[src/rtl/cpu_pkg.sv]
// rtl/cpu_pkg.sv - shared opcode, IR field and fetch-state definitions
package cpu_pkg;

  // Opcodes the fetch stage cares about, plus the branch family the controller decodes
  localparam logic [3:0] OP_NOP  = 4'b0000;
  localparam logic [3:0] OP_JZR  = 4'b1001;
  localparam logic [3:0] OP_JZI  = 4'b1010;
  localparam logic [3:0] OP_JCR  = 4'b1011;
  localparam logic [3:0] OP_JCI  = 4'b1100;
  localparam logic [3:0] OP_HALT = 4'b1111;

  // IR layout: opcode in the top nibble, immediate in the bottom nibble
  localparam int OPC_W   = 4;
  localparam int IMM_W   = 4;
  localparam int IMM_LSB = 0;

  typedef enum logic [1:0] {
    ST_FETCH = 2'd0,
    ST_WAIT  = 2'd1,
    ST_READY = 2'd2,
    ST_HALT  = 2'd3
  } fetch_state_t;

endpackage

[src/rtl/pc_next_logic.sv]
// rtl/pc_next_logic.sv - combinational next-PC selection with strobe priority
module pc_next_logic
  import cpu_pkg::*;
#(
  parameter int PC_W = 8
) (
  input  logic [PC_W-1:0]  pc,
  input  logic [IMM_W-1:0] imm,
  input  logic [PC_W-1:0]  reg_data,
  input  logic             load_pc,
  input  logic             inc_pc,
  input  logic             load_ir,
  input  logic             sel_pc,
  output logic [PC_W-1:0]  next_pc,
  output logic             step
);

  // Branch beats increment beats plain refetch; increment wraps naturally
  always_comb begin
    next_pc = pc;
    step    = load_pc | inc_pc | load_ir;
    if (load_pc) begin
      next_pc = sel_pc ? PC_W'(imm) : reg_data;
    end else if (inc_pc) begin
      next_pc = pc + PC_W'(1);
    end
  end

endmodule

[src/rtl/instr_fetch_unit.sv]
// rtl/instr_fetch_unit.sv - fetch stage owning PC and IR with timeout detection
module instr_fetch_unit
  import cpu_pkg::*;
#(
  parameter int              PC_W     = 8,
  parameter int              IW       = 8,
  parameter logic [PC_W-1:0] RESET_PC = '0,
  parameter int              FETCH_TO = 15
) (
  input  logic            CLK,
  input  logic            CLR,
  input  logic            LoadIR,
  input  logic            IncPC,
  input  logic            SelPC,
  input  logic            LoadPC,
  input  logic [PC_W-1:0] RegData,
  output logic            ImemReq,
  output logic [PC_W-1:0] ImemAddr,
  input  logic            ImemValid,
  input  logic [IW-1:0]   ImemData,
  output logic [3:0]      Opcode,
  output logic [3:0]      Imm,
  output logic            IrValid,
  output logic [PC_W-1:0] PC,
  output logic            FetchErr
);

  // Last wait cycle index: the FETCH_TO-th cycle without data times out
  localparam logic [7:0] TO_LAST = 8'(FETCH_TO - 1);

  fetch_state_t    state, state_nx;
  logic [PC_W-1:0] pc_q, pc_nx, pc_target;
  logic [IW-1:0]   ir_q, ir_nx;
  logic [7:0]      cnt_q, cnt_nx;
  logic            err_q, err_nx;
  logic            armed_q;
  logic            step;
  logic [OPC_W-1:0] ir_opc;
  logic [IMM_W-1:0] ir_imm;

  assign ir_opc = ir_q[IW-1 -: OPC_W];
  assign ir_imm = ir_q[IMM_LSB +: IMM_W];

  pc_next_logic #(.PC_W(PC_W)) u_pc_next (
    .pc       (pc_q),
    .imm      (ir_imm),
    .reg_data (RegData),
    .load_pc  (LoadPC),
    .inc_pc   (IncPC),
    .load_ir  (LoadIR),
    .sel_pc   (SelPC),
    .next_pc  (pc_target),
    .step     (step)
  );

  // Fetch FSM next state; armed_q keeps the request low for one cycle after CLR
  always_comb begin
    state_nx = state;
    pc_nx    = pc_q;
    ir_nx    = ir_q;
    cnt_nx   = cnt_q;
    err_nx   = err_q;
    case (state)
      ST_FETCH: begin
        cnt_nx = '0;
        if (armed_q) begin
          if (ImemValid) begin
            ir_nx    = ImemData;
            state_nx = ST_READY;
          end else begin
            state_nx = ST_WAIT;
          end
        end
      end
      ST_WAIT: begin
        if (ImemValid) begin
          ir_nx    = ImemData;
          state_nx = ST_READY;
        end else if (cnt_q == TO_LAST) begin
          ir_nx    = '0;
          err_nx   = 1'b1;
          state_nx = ST_READY;
        end else begin
          cnt_nx = cnt_q + 8'd1;
        end
      end
      ST_READY: begin
        if (step) begin
          pc_nx    = pc_target;
          state_nx = ST_FETCH;
        end else if (ir_opc == OP_HALT) begin
          state_nx = ST_HALT;
        end
      end
      default: begin
        state_nx = ST_HALT;
      end
    endcase
  end

  // State, PC, IR, timeout counter and sticky error register
  always_ff @(posedge CLK) begin
    if (CLR) begin
      state   <= ST_FETCH;
      pc_q    <= RESET_PC;
      ir_q    <= '0;
      cnt_q   <= '0;
      err_q   <= 1'b0;
      armed_q <= 1'b0;
    end else begin
      state   <= state_nx;
      pc_q    <= pc_nx;
      ir_q    <= ir_nx;
      cnt_q   <= cnt_nx;
      err_q   <= err_nx;
      armed_q <= 1'b1;
    end
  end

  assign ImemReq  = armed_q && ((state == ST_FETCH) || (state == ST_WAIT));
  assign ImemAddr = pc_q;
  assign IrValid  = (state == ST_READY) || (state == ST_HALT);
  assign Opcode   = IrValid ? ir_opc : OP_NOP;
  assign Imm      = IrValid ? ir_imm : '0;
  assign PC       = pc_q;
  assign FetchErr = err_q;

endmodule

[config.mk]
export PLATFORM = sky130hd
export DESIGN_NAME = instr_fetch_unit
export DESIGN_NICKNAME = d
export VERILOG_FILES = /design/src/rtl/cpu_pkg.sv /design/src/rtl/pc_next_logic.sv /design/src/rtl/instr_fetch_unit.sv
export SDC_FILE = /design/constraint.sdc
export NUM_CORES = 1
export LEC_CHECK = 0
export BUFFER_PORTS_ARGS = -buffer_cell sky130_fd_sc_hd__buf_2
export CORE_ASPECT_RATIO = 2
export CORE_UTILIZATION = 55
export CTS_CLUSTER_DIAMETER = 80
export DETAILED_ROUTE_END_ITERATION = 12
export GPL_TIMING_DRIVEN = 0
export PLACE_DENSITY = 0.81
export SETUP_SLACK_MARGIN = 0.3
export SLEW_MARGIN = 25
export SYNTH_ARGS = -nofsm -noshare
export SYNTH_HDL_FRONTEND = slang
export SYNTH_HIERARCHICAL = 1
export SYNTH_SLANG_ARGS = --single-unit
export TNS_END_PERCENT = 5
[constraint.sdc]
create_clock -name CLK -period 4.5 [get_ports CLK]
set_clock_uncertainty 0.1 [all_clocks]
set_input_delay 0.675 -clock CLK [delete_from_list [all_inputs] [get_ports CLK]]
set_output_delay 0.675 -clock CLK [all_outputs]
set_load 0.03 [all_outputs]
== After elaboration in Yosys (flattened, before gate mapping) ==
Index checks and enable logic that the tools add are counted.
Storage, ports and cells
  flip-flop bits (word level): 28
  latch bits: 0
  bits in writable memories: 0
  ROM bits: 0
  bits of input ports: 23
  output and inout bits: 27
  word-level logic and storage cells: 54
  memories: 0
Cells by class
  $add $sub $neg: 2
  multipliers: 0
  divide/modulo/power cells: 0
  $lt $le $gt $ge: 0
  equality and inequality tests: 11
  shift operators: 0
  multiplexer cells: 21
  bitwise operators: 3
  reductions and logical operators: 11
Operators with widths (number)
  $mux W8: 9
  $pmux W8 S2: 2
  $add A8 B1 Y8 const B: 2
  $mux W2: 6
  $reduce_and A3 Y1: 4
  $eq A8 B4 Y1 const B: 1
  $mux W4: 2
  $ne A2 B2 Y1 const B: 4
  $ne A3 B3 Y1 const B: 2
  $pmux W2 S3: 1
  $eq A2 B2 Y1 const B: 2
  $eq A4 B4 Y1 const B: 1
  $reduce_and A4 Y1: 1
  $reduce_bool A2 Y1: 2
  $eq A2 B1 Y1 const B: 1
  $logic_not A2 Y1: 1
  $logic_or A1 B1 Y1: 2
  $or A1 B1 Y1: 2
  $logic_and A1 B1 Y1: 1
  $mux W1: 1
  $not A1 Y1: 1

== Longest topological paths before layout ==
  depth in word-level cells: 4
  depth in mapped cells: 6
  depth with buffers taken out: 6

== Cells and area by module ==
Netlist, hierarchy kept.
Modules (own cells, without submodules)
  instr_fetch_unit: instances 1, cells an instance 162, area each 1385.1 µm², seq. area each 560.5 µm²
  pc_next_logic: instances 1, cells an instance 46, area each 295.3 µm², seq. area each 0.0 µm²

== Worst setup path before layout ==
Ideal clock, no wire load.
  path type: input to register
  start: input IncPC
  end: register pc_q[0], in the netlist ImemAddr[0]
  library setup time: 128 ps
  arrival: 1796 ps
  data required time: 4272 ps
  setup slack: 2476 ps
  stages on the path: 5
  path buffers: 1
  path through: buf_4 > or3_1 > nand3_1 > mux2i_1 > nor2_1
Between the ends
  word-level cells in the longest chain between the ends: 3
  elaborated cells on any way between the ends: 4
  classes of those cells: bitwise: 2; reduce/logical: 2
RTL lines
  start: declaration: RTL line instr_fetch_unit.sv:13  | input logic IncPC,
  $or A1 B1 Y1 (2 in a row): RTL line pc_next_logic.sv:21  | step = load_pc | inc_pc | load_ir;
  via step: RTL line instr_fetch_unit.sv:37  | logic step;
  $reduce_and A3 Y1 (no line)
  end signal: assignment: RTL line instr_fetch_unit.sv:112  | pc_q <= pc_nx;
  end: declaration: RTL line instr_fetch_unit.sv:32  | logic [PC_W-1:0] pc_q, pc_nx, pc_target;
The timed path passes the listed nets, and every way through them passes these cells.
A chain may end at the register's enable or synchronous reset.

== Worst setup path in the final report ==
  start: register state[1]
  end: output Imm[0]
Between the ends
  word-level cells in the longest chain between the ends: 3
  elaborated cells on any way between the ends: 4
  classes of those cells: eq/ne: 2; mux: 1; reduce/logical: 1
RTL lines
  start: declaration: RTL line instr_fetch_unit.sv:31  | fetch_state_t state, state_nx;
  start signal: assignment: RTL line instr_fetch_unit.sv:111  | state <= state_nx;
  $eq A2 B2 Y1: RTL line instr_fetch_unit.sv:122  | assign IrValid = (state == ST_READY) || (state == ST_HALT);
  $logic_or A1 B1 Y1 (*): RTL line instr_fetch_unit.sv:122
  $mux W4 (*): RTL line instr_fetch_unit.sv:124  | assign Imm = IrValid ? ir_imm : '0;
  end: declaration: RTL line instr_fetch_unit.sv:22  | output logic [3:0] Imm,
Mark *: on every way between the ends. The rest lies on a longest branch, timed or not.

==> metrics.cfg <==
[clock_tree]
hold_buffers=0
insertion_delay_ns=0.29
cts.sinks=28
cts_resized=0
cts_root_buffer=clkbuf_8
cts_buffers=3
clk_path_buf_depth=2
cts_tree=yes
htreeDepth=1
postCtsSetupRepairBufs=0
path_clk_slew_ns=0.10

[worst_setup_path]
crit_path_start_kind=flop
crit_type=flop to output pin
r2r_cells=6
r2r_slack_ns=2.44
worstPathArrival_ns=1.47
end_kind=output pin
critPathMaxFanout=10
crit-reg2reg-capture=ir_q[5]
r2r_start=cnt_q[0]
crit_required_ns=3.72

[layout]
fin_cells=289
antenna_cells=0
final_common_cell=buf_2
drive_gt1_share_pct=27.4
syn2layout_area_growth_pct=20.5
nets=286
final_cell_mix=49 x buf_2, 28 x dfxtp_1, 19 x nor2_1
final_util_pct=68.8

[synthesis]
synthCells=208
synth-edff-count=0
syn-mean-instance-area_um2=8.08
synthFlopType=dfxtp_1
ys_seq_elements=28
synth_top_area_share_pct=33.4
synth_cell_type_count=42
mappedNetlistArea_um2=1680
yosys.area.top_type=dfxtp_1
seq_area_frac_synth_pct=33.4
async_flop_share_pct=0
syn_nets=234
ys.warnings.count=6
synthTopCellsByArea=dfxtp_1 33%, mux2i_1 6.0%, nor2_1 4.2%

[floorplanning]
num_io_pins=50
coreArea_um2=2940
chipHeight_um=80.2
dieArea_um2=3290
rows=28
start_util_pct=57.1
die_width_um=41.1

[global_routing]
grt_max_degree=17
grt_pass1_vias=1524
grt_usage_pct=29.3
antenna_found_initial=0
grt_pass1_wl_um=6680
grt_overflow=0

[drt]
drt_iter0_drc=56
drt-wirelength-per-cell_um=15.1
drt_wl_total_um=4350
drtPass1Iterations=4
ant_nets=0
vias=1711
drt-vias-per-instance=5.92
drc=0

[power]
powerDensity_nw_per_um2=302
vdd_drop_max_mv=0.322
leakage_nw=0.931

[sta]
period_needed_ns=2.25
setup_tns_ns=0
maxSlewHeadroom_pct=42.0
fmaxAchievable_mhz=445
period_share_pct=50.0
setup_slack_ns=2.25
hold_slack_ns=0.390
maxSlewViolCount=0
rsz0062_at_grt=no
setup_violations=0
finalHoldViolations=0
worst_slew_pin_slew_ns=0.863

[placement]
dp_cells=285
pre_cts_ws_ns=2.27
dp_hpwl_um=3300
io_buffers=47
globalplace.congestion=0.898

[min_path]
hp-start=FetchErr
hold_path_depth=2
hold_end=FetchErr
hold_path.class=flop to flop

[outcome]
outcome=finished, final reports clean

[job]
cap_viol_max_count=0

worst max-delay path by stage:
stage / from / end / slack [ns] / cells after the start
after floorplan: IncPC / ImemAddr[0] / 2.48 / 5
after global placement: IncPC / ImemAddr[5] / 2.29 / 5
after detailed placement: IncPC / ImemAddr[3] / 2.27 / 5
after CTS: state[1] / Imm[2] / 2.26 / 4
after global routing: state[1] / Imm[2] / 2.17 / 4
final: state[1] / Imm[0] / 2.25 / 4
state kept, by name, indices dropped and copies added (netlist names):
| name | count |
|---|---|
| cnt_q | 8 |
| state | 2 |
| ImemAddr | 8 |
| ir_q | 8 |
| armed_q | 1 |
| FetchErr | 1 |
metal layers:
layer	global-route usage [%]	routed length [µm]	vias to the layer above
li1	-	-	848
met1	30.0	1540	796
met2	51.2	2430	56
met3	5.25	239	11
met4	14.7	139	0
met5	0	0	-
critical path: stages, from the launching register on:
cell and delay [ns]:
dfxtp_1 0.34, buf_6 0.12, clkbuf_1 0.31, and2_1 0.21, buf_2 0.20
metrics by stage:
stage | total power, W | area, µm²
CTS | 0.000610 | 2020
global placement | 0.000408 | 1950
detailed placement | 0.000410 | 1950
global route | 0.000638 | 2020
floorplan | 0.000369 | 1680
finish | 0.000611 | 2020
logic make-up after synthesis:
family                     count (synthesis)  synth area share, %
muxes                                     12                 7.30
buffers and inverters                     27                 8.64
adders and majority gates                  3                 2.23
and+or+nand+nor                           86                 27.5
xor gates and xnor gates                   5                 2.61
DFF                                       28                 33.4
AOI/OAI and AO/OA                         47                 18.4
layout make-up:
cell class              count  area, µm²
inverters                   8       30.0
flip-flops and latches     28        561
multi-input cells         153        975
repair buffers             47        235
well taps                  30       37.5
clock buffers               3       41.3
plain buffers              19        115
clock inverters             1       30.0
fillers                   281        918
synth_stat cells (2+ instances only):
cell	n
or4_4	2
a311oi_1	2
xor2_1	5
and2_1	8
nor4_1	2
inv_1	8
nor2b_1	5
or3_1	4
ha_1	3
or4_1	2
nand4_1	6
buf_4	9
nor2_1	19
a21oi_1	12
o31a_1	2
clkbuf_1	7
a31oi_1	4
a221oi_1	5
mux2_1	2
o21ai_0	12
o21ai_1	3
nand3_1	7
nand2_1	17
dfxtp_1	28
buf_2	2
nor3_1	6
mux2i_1	10
o21a_1	2
report_power, final:
group / internal [W] / total [W] / switching [W]
combinational: 0.0000513 / 0.000136 / 0.0000850
clock: 0.000120 / 0.000205 / 0.0000855
sequential: 0.000259 / 0.000270 / 0.0000103
total: 0.000430 / 0.000611 / 0.000181
Note: power is estimated with default switching activity, not from simulation.
